===== src/rtl/kmeans_pkg.sv =====
// Shared k-means definitions: default accumulator/count widths and elaboration helpers
// used to size and lay out the accumulator reduction tree.
package kmeans_pkg;

    localparam int ACC_W_DEF = 24;
    localparam int CNT_W_DEF = 12;

    // Ceiling log2; returns 0 for n <= 1 so a single engine needs no adder levels.
    function automatic int clog2(input int n);
        int r;
        r = 0;
        while ((1 << r) < n) r++;
        return r;
    endfunction

    // Bit offset of tree level l in a flat bus holding every level back to back.
    // Level k has 2**(lvl-k) entries of mult fields, each base+k bits wide.
    function automatic int stage_off(input int l, input int lvl, input int mult, input int base);
        int r;
        r = 0;
        for (int k = 0; k < l; k++) r += (1 << (lvl - k)) * mult * (base + k);
        return r;
    endfunction

endpackage


===== src/rtl/acc_add_stage.sv =====
// One registered level of the reduction tree: sums adjacent entry pairs per channel
// and their counts, growing each field by one bit; holds while en is low.
module acc_add_stage #(
    parameter int N_OUT  = 1,
    parameter int NUM_CH = 3,
    parameter int IN_W   = 24,
    parameter int CIN_W  = 12
) (
    input  logic                              clk,
    input  logic                              reset,
    input  logic                              en,
    input  logic                              in_valid,
    input  logic                              in_last,
    input  logic [2*N_OUT*NUM_CH*IN_W-1:0]    in_dat,
    input  logic [2*N_OUT*CIN_W-1:0]          in_cnt,
    output logic                              out_valid,
    output logic                              out_last,
    output logic [N_OUT*NUM_CH*(IN_W+1)-1:0]  out_dat,
    output logic [N_OUT*(CIN_W+1)-1:0]        out_cnt
);

    logic [N_OUT*NUM_CH*(IN_W+1)-1:0] dat_nxt;
    logic [N_OUT*(CIN_W+1)-1:0]       cnt_nxt;

    // Output entry i is the sum of input entries 2i and 2i+1.
    always_comb begin
        dat_nxt = '0;
        cnt_nxt = '0;
        for (int i = 0; i < N_OUT; i++) begin
            for (int c = 0; c < NUM_CH; c++) begin
                dat_nxt[(i*NUM_CH+c)*(IN_W+1) +: IN_W+1] =
                    {1'b0, in_dat[((2*i)*NUM_CH+c)*IN_W +: IN_W]} +
                    {1'b0, in_dat[((2*i+1)*NUM_CH+c)*IN_W +: IN_W]};
            end
            cnt_nxt[i*(CIN_W+1) +: CIN_W+1] =
                {1'b0, in_cnt[(2*i)*CIN_W +: CIN_W]} +
                {1'b0, in_cnt[(2*i+1)*CIN_W +: CIN_W]};
        end
    end

    always_ff @(posedge clk) begin
        if (reset) begin
            out_valid <= 1'b0;
            out_last  <= 1'b0;
            out_dat   <= '0;
            out_cnt   <= '0;
        end else if (en) begin
            out_valid <= in_valid;
            out_last  <= in_last;
            out_dat   <= dat_nxt;
            out_cnt   <= cnt_nxt;
        end
    end

endmodule


===== src/rtl/acc_reduce_tree.sv =====
// Pipelined adder tree reducing per-engine channel accumulators and pixel counts.
// Optional out_empty flag is built when ACC_REDUCE_EMPTY_FLAG_EN is defined.
module acc_reduce_tree
    import kmeans_pkg::*;
#(
    parameter int NUM_ENG = 4,
    parameter int NUM_CH  = 3,
    parameter int ACC_W   = ACC_W_DEF,
    parameter int CNT_W   = CNT_W_DEF,
    localparam int LVL    = clog2(NUM_ENG),
    localparam int SW     = ACC_W + LVL,
    localparam int CW     = CNT_W + LVL
) (
    input  logic                        clk,
    input  logic                        reset,
    input  logic                        in_valid,
    output logic                        in_ready,
    input  logic                        in_last,
    input  logic [NUM_ENG*NUM_CH*ACC_W-1:0] ac,
    input  logic [NUM_ENG*CNT_W-1:0]    co,
    output logic                        out_valid,
    input  logic                        out_ready,
    output logic                        out_last,
    output logic [NUM_CH*SW-1:0]        sum,
    output logic [CW-1:0]               co_sum,
    output logic [15:0]                 frame_cnt
`ifdef ACC_REDUCE_EMPTY_FLAG_EN
    ,
    output logic                        out_empty
`endif
);

    // Handshake: a beat moves on any edge where in_valid && in_ready (resp.
    // out_valid && out_ready); the whole pipe advances together or stalls together.
    localparam int NUM_LEAF = 1 << LVL;
    localparam int DAT_TOT  = stage_off(LVL + 1, LVL, NUM_CH, ACC_W);
    localparam int CNT_TOT  = stage_off(LVL + 1, LVL, 1, CNT_W);
    localparam int FIN_DOFF = stage_off(LVL, LVL, NUM_CH, ACC_W);
    localparam int FIN_COFF = stage_off(LVL, LVL, 1, CNT_W);

    logic adv;

    wire [DAT_TOT-1:0] dat;
    wire [CNT_TOT-1:0] cnt;
    wire [LVL:0]       vld;
    wire [LVL:0]       lst;

    logic [NUM_LEAF*NUM_CH*ACC_W-1:0] leaf_dat;
    logic [NUM_LEAF*CNT_W-1:0]        leaf_cnt;
    logic [NUM_LEAF*NUM_CH*ACC_W-1:0] s0_dat;
    logic [NUM_LEAF*CNT_W-1:0]        s0_cnt;
    logic                             s0_vld;
    logic                             s0_lst;

    assign adv      = !out_valid || out_ready;
    assign in_ready = adv;

    // Leaves beyond NUM_ENG are tied to zero so a non-power-of-two count adds nothing.
    always_comb begin
        leaf_dat = '0;
        leaf_cnt = '0;
        for (int e = 0; e < NUM_ENG; e++) begin
            leaf_dat[e*NUM_CH*ACC_W +: NUM_CH*ACC_W] = ac[e*NUM_CH*ACC_W +: NUM_CH*ACC_W];
            leaf_cnt[e*CNT_W +: CNT_W]               = co[e*CNT_W +: CNT_W];
        end
    end

    always_ff @(posedge clk) begin
        if (reset) begin
            s0_vld <= 1'b0;
            s0_lst <= 1'b0;
            s0_dat <= '0;
            s0_cnt <= '0;
        end else if (adv) begin
            s0_vld <= in_valid;
            s0_lst <= in_last;
            s0_dat <= leaf_dat;
            s0_cnt <= leaf_cnt;
        end
    end

    assign dat[NUM_LEAF*NUM_CH*ACC_W-1:0] = s0_dat;
    assign cnt[NUM_LEAF*CNT_W-1:0]        = s0_cnt;
    assign vld[0]                         = s0_vld;
    assign lst[0]                         = s0_lst;

    for (genvar l = 1; l <= LVL; l++) begin : g_lvl
        localparam int N_OUT = 1 << (LVL - l);
        localparam int I_DOFF = stage_off(l - 1, LVL, NUM_CH, ACC_W);
        localparam int O_DOFF = stage_off(l, LVL, NUM_CH, ACC_W);
        localparam int I_COFF = stage_off(l - 1, LVL, 1, CNT_W);
        localparam int O_COFF = stage_off(l, LVL, 1, CNT_W);

        acc_add_stage #(
            .N_OUT  (N_OUT),
            .NUM_CH (NUM_CH),
            .IN_W   (ACC_W + l - 1),
            .CIN_W  (CNT_W + l - 1)
        ) u_stage (
            .clk       (clk),
            .reset     (reset),
            .en        (adv),
            .in_valid  (vld[l-1]),
            .in_last   (lst[l-1]),
            .in_dat    (dat[I_DOFF +: 2*N_OUT*NUM_CH*(ACC_W+l-1)]),
            .in_cnt    (cnt[I_COFF +: 2*N_OUT*(CNT_W+l-1)]),
            .out_valid (vld[l]),
            .out_last  (lst[l]),
            .out_dat   (dat[O_DOFF +: N_OUT*NUM_CH*(ACC_W+l)]),
            .out_cnt   (cnt[O_COFF +: N_OUT*(CNT_W+l)])
        );
    end

    assign out_valid = vld[LVL];
    assign out_last  = lst[LVL];
    assign sum       = dat[FIN_DOFF +: NUM_CH*SW];
    assign co_sum    = cnt[FIN_COFF +: CW];

    always_ff @(posedge clk) begin
        if (reset) begin
            frame_cnt <= '0;
        end else if (out_valid && out_ready && out_last) begin
            frame_cnt <= frame_cnt + 16'd1;
        end
    end

`ifdef ACC_REDUCE_EMPTY_FLAG_EN
    // Counts are unsigned, so the total is zero exactly when every leaf count is zero;
    // that bit rides alongside the data to land with the final stage.
    logic [LVL:0] emp_q;

    always_ff @(posedge clk) begin
        if (reset) begin
            emp_q <= '0;
        end else if (adv) begin
            emp_q[0] <= (co == '0);
            for (int i = 1; i <= LVL; i++) emp_q[i] <= emp_q[i-1];
        end
    end

    assign out_empty = emp_q[LVL];
`endif

endmodule


===== config.mk =====
export PLATFORM = sky130hd
export DESIGN_NAME = acc_reduce_tree
export DESIGN_NICKNAME = d
export VERILOG_FILES = /design/src/rtl/kmeans_pkg.sv /design/src/rtl/acc_add_stage.sv /design/src/rtl/acc_reduce_tree.sv
export SDC_FILE = /design/constraint.sdc
export NUM_CORES = 2
export LEC_CHECK = 0
export ABC_CLOCK_PERIOD_IN_PS = 4110
export BUFFER_PORTS_ARGS = -buffer_cell sky130_fd_sc_hd__buf_2
export CORE_ASPECT_RATIO = 0.9
export CORE_MARGIN = 1.5
export CORE_UTILIZATION = 50
export CTS_CLUSTER_SIZE = 24
export DETAILED_ROUTE_END_ITERATION = 7
export PLACE_DENSITY_LB_ADDON = 0.08
export SLEW_MARGIN = 20
export SYNTH_ARGS = -nofsm -noshare
export SYNTH_HDL_FRONTEND = slang
export SYNTH_SLANG_ARGS = --single-unit

===== constraint.sdc =====
create_clock -name clk -period 4.11 [get_ports clk]
set_clock_uncertainty 0.15 [all_clocks]
set_input_delay 0.2055 -clock clk [delete_from_list [all_inputs] [get_ports clk]]
set_output_delay 0.2055 -clock clk [all_outputs]
set_load 0.1 [all_outputs]

After elaboration in Yosys (flattened, before gate mapping) --
Cells that the tools add are included.
Storage, ports and cells: output and inout bits 111, register bits after elaboration 626, bits of input ports 341, logic and storage cells 30
Operators by class: reduce and logical (&&, ||, !) cells 4, add/sub/neg operators 13
Operators by type and width (number):
- 24-bit by 24-bit adder with 25-bit output | 6
- 25-bit by 25-bit adder with 26-bit output | 3
- 12-bit by 12-bit adder with 13-bit output | 2
- 16-bit by 1-bit adder with 16-bit output (second input constant) | 1
- 13-bit by 13-bit adder with 14-bit output | 1
- 1-bit logical AND | 2
- 1-bit zero test | 1
- 1-bit logical OR | 1

Logic depth before layout (Yosys ltp) --
depth after elaboration 2, depth in mapped cells 12, gate-level depth less buffers 12

Modules after synthesis --
A second synthesis with hierarchy kept.
Unflattened totals: cell total of the unflattened synthesis 4053, area, all modules 32904.1 um^2
By module, submodules not included:
- acc_add_stage (g_lvl[1].u_stage) | seq. area each 3563.4 um^2, instances 1, cells an instance 1601, area an instance 13445.4 um^2
- acc_reduce_tree | seq. area each 7086.8 um^2, instances 1, cells an instance 1551, area an instance 12213.0 um^2
- acc_add_stage (g_lvl[2].u_stage) | seq. area each 1881.8 um^2, instances 1, cells an instance 901, area an instance 7245.7 um^2

Worst setup path after synthesis --
OpenSTA, ideal clock, no wires.
path kind register to register, from reg g_lvl[2].u_stage.out_valid, to reg g_lvl[1].u_stage.out_cnt[15], stages on the path, launching flop included 7, setup time 191 ps, arrival time 2771 ps, setup slack 998 ps, clock period less this slack 3112 ps, required time 3769 ps, path buffers 3, path through dfxtp_1 nor2b_1 inv_1 clkbuf_1 clkbuf_1 clkbuf_1 a211oi_1
Between the ends: word-level cells in the longest chain between the ends 2
Ends and longest elaborated chain:
- start, declared | RTL line acc_add_stage.sv:16 | output logic out_valid,
- start signal, assigned | RTL line acc_add_stage.sv:48 | out_valid <= in_valid;
- 1-bit zero test | RTL line acc_reduce_tree.sv:55 | assign adv = !out_valid || out_ready;
- 1-bit logical OR | RTL line acc_reduce_tree.sv:55
- named net in_ready | RTL line acc_reduce_tree.sv:17 | output logic in_ready,
- end signal, assigned | RTL line acc_add_stage.sv:51 | out_cnt <= cnt_nxt;
- end, declared | RTL line acc_add_stage.sv:19 | output logic [N_OUT*(CIN_W+1)-1:0] out_cnt
The timed path passes the listed nets, and every way through them passes these cells. A chain may end at the register's enable or synchronous reset.

Final worst setup path --
from reg s0_dat[48], to reg g_lvl[1].u_stage.out_dat[68]
Between the ends: word-level cells in the longest chain between the ends 1
Ends and longest elaborated chain:
- start, declared | RTL line acc_reduce_tree.sv:50 | logic [NUM_LEAF*NUM_CH*ACC_W-1:0] s0_dat;
- start signal, assigned | RTL line acc_reduce_tree.sv:77 | s0_dat <= leaf_dat;
- 24-bit by 24-bit adder with 25-bit output | RTL line acc_add_stage.sv:32 | {1'b0, in_dat[((2*i)*NUM_CH+c)*IN_W +: IN_W]} +
- end signal, assigned | RTL line acc_add_stage.sv:50 | out_dat <= dat_nxt;
- end, declared | RTL line acc_add_stage.sv:18 | output logic [N_OUT*NUM_CH*(IN_W+1)-1:0] out_dat,
No other way between the ends.

==> results by group <==
Status
  – Status: completed

Clock tree
  – Clock buffer count from CTS: 70
  – Clock latency on the worst-skew pair: 620 ps
  – CTS Sinks: 626
  – H-tree depth: 3
  – Clock Tree Root: clkbuf_16
  – Cells resized by post-CTS repair: 0
  – Hold buffer count at CTS: 361
  – Clock Pin Slew Worst Setup and Hold Paths: 60 ps
  – Setup Buffers After CTS: 0
  – CTS tree: built
  – CTS Buffer Depth: 3

Pwr
  – Static Leakage: 0.0190 uW
  – Pwr dens: 423 mW/mm2
  – Peak supply drop: 359 uV

Floorplan
  – Die height: 247 um
  – Core area: 0.0654 mm2
  – Die area: 0.0675 mm2
  – Die X: 274 um
  – Row cnt: 89
  – IO Pins: 452
  – Starting density of the core: 50.4%

Yosys
  – Mux share of post-synthesis cell area: 0.182%
  – Simple-gate portion of the synthesized area: 18.8%
  – Async set-or-reset flop fraction in the synthesized netlist: 0%
  – Synth Instances: 4200
  – Synth Area in Adders: 10.5%
  – Synth Warn #: 0
  – Post-Synth XOR/XNOR Area: 5.56%
  – Syn avg cell area: 7.85 um2
  – Main combinational cell family by area after synthesis: compound AO/OA/AOI/OAI gates
  – Mapped Nets: 4810
  – FF+latch count, synth: 626
  – Synth area leader: dfxtp_1
  – Count leader, synth: nand2_1
  – Top cell type's share of synthesized area: 38.0%
  – Mapped Area: 0.0330 mm2
  – Synth Flop Type: dfxtp_1
  – Commonest cells post-synth: 1114 x nand2_1, 658 x a21oi_1, 626 x dfxtp_1, 257 x ha_1, 206 x clkbuf_1
  – Compound-Gate Fraction of Synth Area: 21.6%
  – Seq/Total Area, Yosys: 38.0%
  – Synth top area cells: dfxtp_1 38%, nand2_1 13%, a21oi_1 10%
  – Distinct cells, synth: 78
  – Post-synth EDFFs: 0

Routing
  – Via count: 30406
  – Via density: 5.32
  – Antenna viol nets, final: 0
  – DRT Pass-1 Iters: 8
  – WL per Instance: 17.1 um
  – Total Wirelength: 97.6 mm
  – DRC: 0
  – Starting DRT DRC Count: 1792

Worst setup path
  – Worst setup path startpoint: s0_dat[48]
  – Reg-to-Reg Start: s0_dat[48]
  – Setup crit end kind: flop
  – Crit Path Category: reg2reg
  – Buf/Inv on CP: 0
  – Worst EP required: 4450 ps
  – Arr. time, crit path: 3800 ps
  – Max incr delay on CP: 600 ps
  – Critical path's slowest cell: a221oi_1
  – Family with the most delay on the worst path: compound AO/OA/AOI/OAI gates
  – Critical Path Most Common Cell: o21ai_0
  – Critical-path cell list: ha_1 > fa_1 > a211oi_1 > nor2_1 > o31a_1 > a221oi_1 > a22oi_1 > a31oi_1 > o21ai_0 > xnor2_1 > o21ai_0
  – Crit Path Max Fanout: 4
  – CP startpoint kind: flop

Global route
  – Gr usage total: 28.0%
  – Vias in the first global route: 29039
  – Grt ovf: 0
  – First-pass GRT wire length: 152 mm
  – Initial antenna violation count: 1
  – Largest net degree at the start of global routing: 180

Final layout
  – Layout cells sized above 1: 12.7%
  – Fin cells: 5714
  – Multi-input logic area: 0.0187 mm2
  – Nets: 5407
  – P&R area growth vs syn: 24.5%
  – Register area: 0.0125 mm2
  – N_diodes: 0
  – Fill cells: 5825

STA
  – Fin. max-slew vios: 0
  – FMAX: 0.289 GHz
  – Final Hold Viols: 0
  – Period minus WS final: 3460 ps
  – Worst slew margin: 39.7%
  – Unrepaired setup endpoints after global routing: false
  – Fin crit share: 84.3%
  – Final Setup Violations: 0
  – Final TNS setup: 0 ps
  – Actual slew at the worst max-slew pin: 905 ps

Placed design
  – Number of port buffers: 451
  – Placed cells: 5228
  – Gpl congestion: 0.951
  – DP Wirelength: 67.9 mm

Min path
  – Hold Path Origin: out_ready
  – Hold Path Class: in2reg

Run
  – Max Cap Viol: 0
-- layer usage --
layer | track usage (%) | share of wire, %
met5 | 0 | 0.013
met4 | 10.4 | 3.5
met3 | 4.91 | 4.5
met2 | 49.5 | 49
met1 | 33.9 | 43
-- power breakdown --
group / internal [uW] / total (uW) / switching [uW]
logic: 1430 / 4110 / 2680
registers: 6590 / 6950 / 367
clock network: 3760 / 6300 / 2540
total: 11800 / 17400 / 5590
-- worst register-to-register path, cell delays in order (launching register included) --
cell and delay (ps):
dfxtp_1 310, ha_1 230, fa_1 430, a211oi_1 280, nor2_1 110, o31a_1 320, a221oi_1 600, a22oi_1 250
a31oi_1 300, o21ai_0 140, xnor2_1 160, o21ai_0 80
-- flip-flops by register name, summed over array words and instances, names as in the netlist --
register / count
g_lvl.u_stage.out_cnt: 40
g_lvl.u_stage.out_last: 2
s0_dat: 288
frame_cnt: 16
g_lvl.u_stage.out_dat: 228
s0_vld: 1
g_lvl.u_stage.out_valid: 2
s0_cnt: 48
s0_lst: 1
-- final timing paths --
check	end	depth (start not counted)	slack, ps
worst min register to register	g_lvl[2].u_stage.out_cnt[10]	2	300
worst max-delay path	g_lvl[1].u_stage.out_dat[68]	11	650
worst min-delay path	frame_cnt[0]	4	70
worst max register to register	g_lvl[1].u_stage.out_dat[68]	11	650
-- layout by cell type, fill, tap and decap left out, types with 16 or more instances in the layout --
cell	n
nand2_1	1113
a21oi_1	658
dfxtp_1	626
buf_2	450
dlygate4sd3_1	361
ha_1	257
o21ai_0	172
nor2_1	160
xnor2_1	123
a21o_1	111
xor2_1	86
clkbuf_16	74
inv_1	60
nand3_1	54
a211oi_1	46
o21bai_1	40
nor3_1	39
o21a_1	30
and3_1	28
a31oi_1	23
nor2b_1	21
nand4_1	20
clkbuf_8	19
or3_1	16
clkbuf_1	16
-- per-stage QoR --
stage	setup slack [ps]	cell area (um2)	total power [uW]	hold slack, ps	utilization [%]
floorplan	998	33000	10000	196	-
global placement	802	35100	10900	280	53.7
detailed placement	719	35100	10900	287	53.7
CTS	714	41000	17500	32.9	62.8
global route	376	41000	18100	87.5	62.8
finish	646	41000	17400	69.9	62.8
-- cell type report --
type	count	share of cell area (%)
multi-input cells	3205	45.6
flip-flops and latches	626	30.6
repair buffers	833	15.0
clock buffers	109	5.30
well taps	864	2.64
inverters	61	0.577
clock inverters	16	0.369
-- cells by family after synthesis --
logic type,after synthesis
AO/OA/AOI/OAI,1207
XOR/XNOR,209
adder cells (fa/ha/maj),269
buffers and inverters,369
flip-flops,626
multiplexers,6
AND/OR/NAND/NOR,1514
Note: power is estimated with default switching activity, not from simulation.
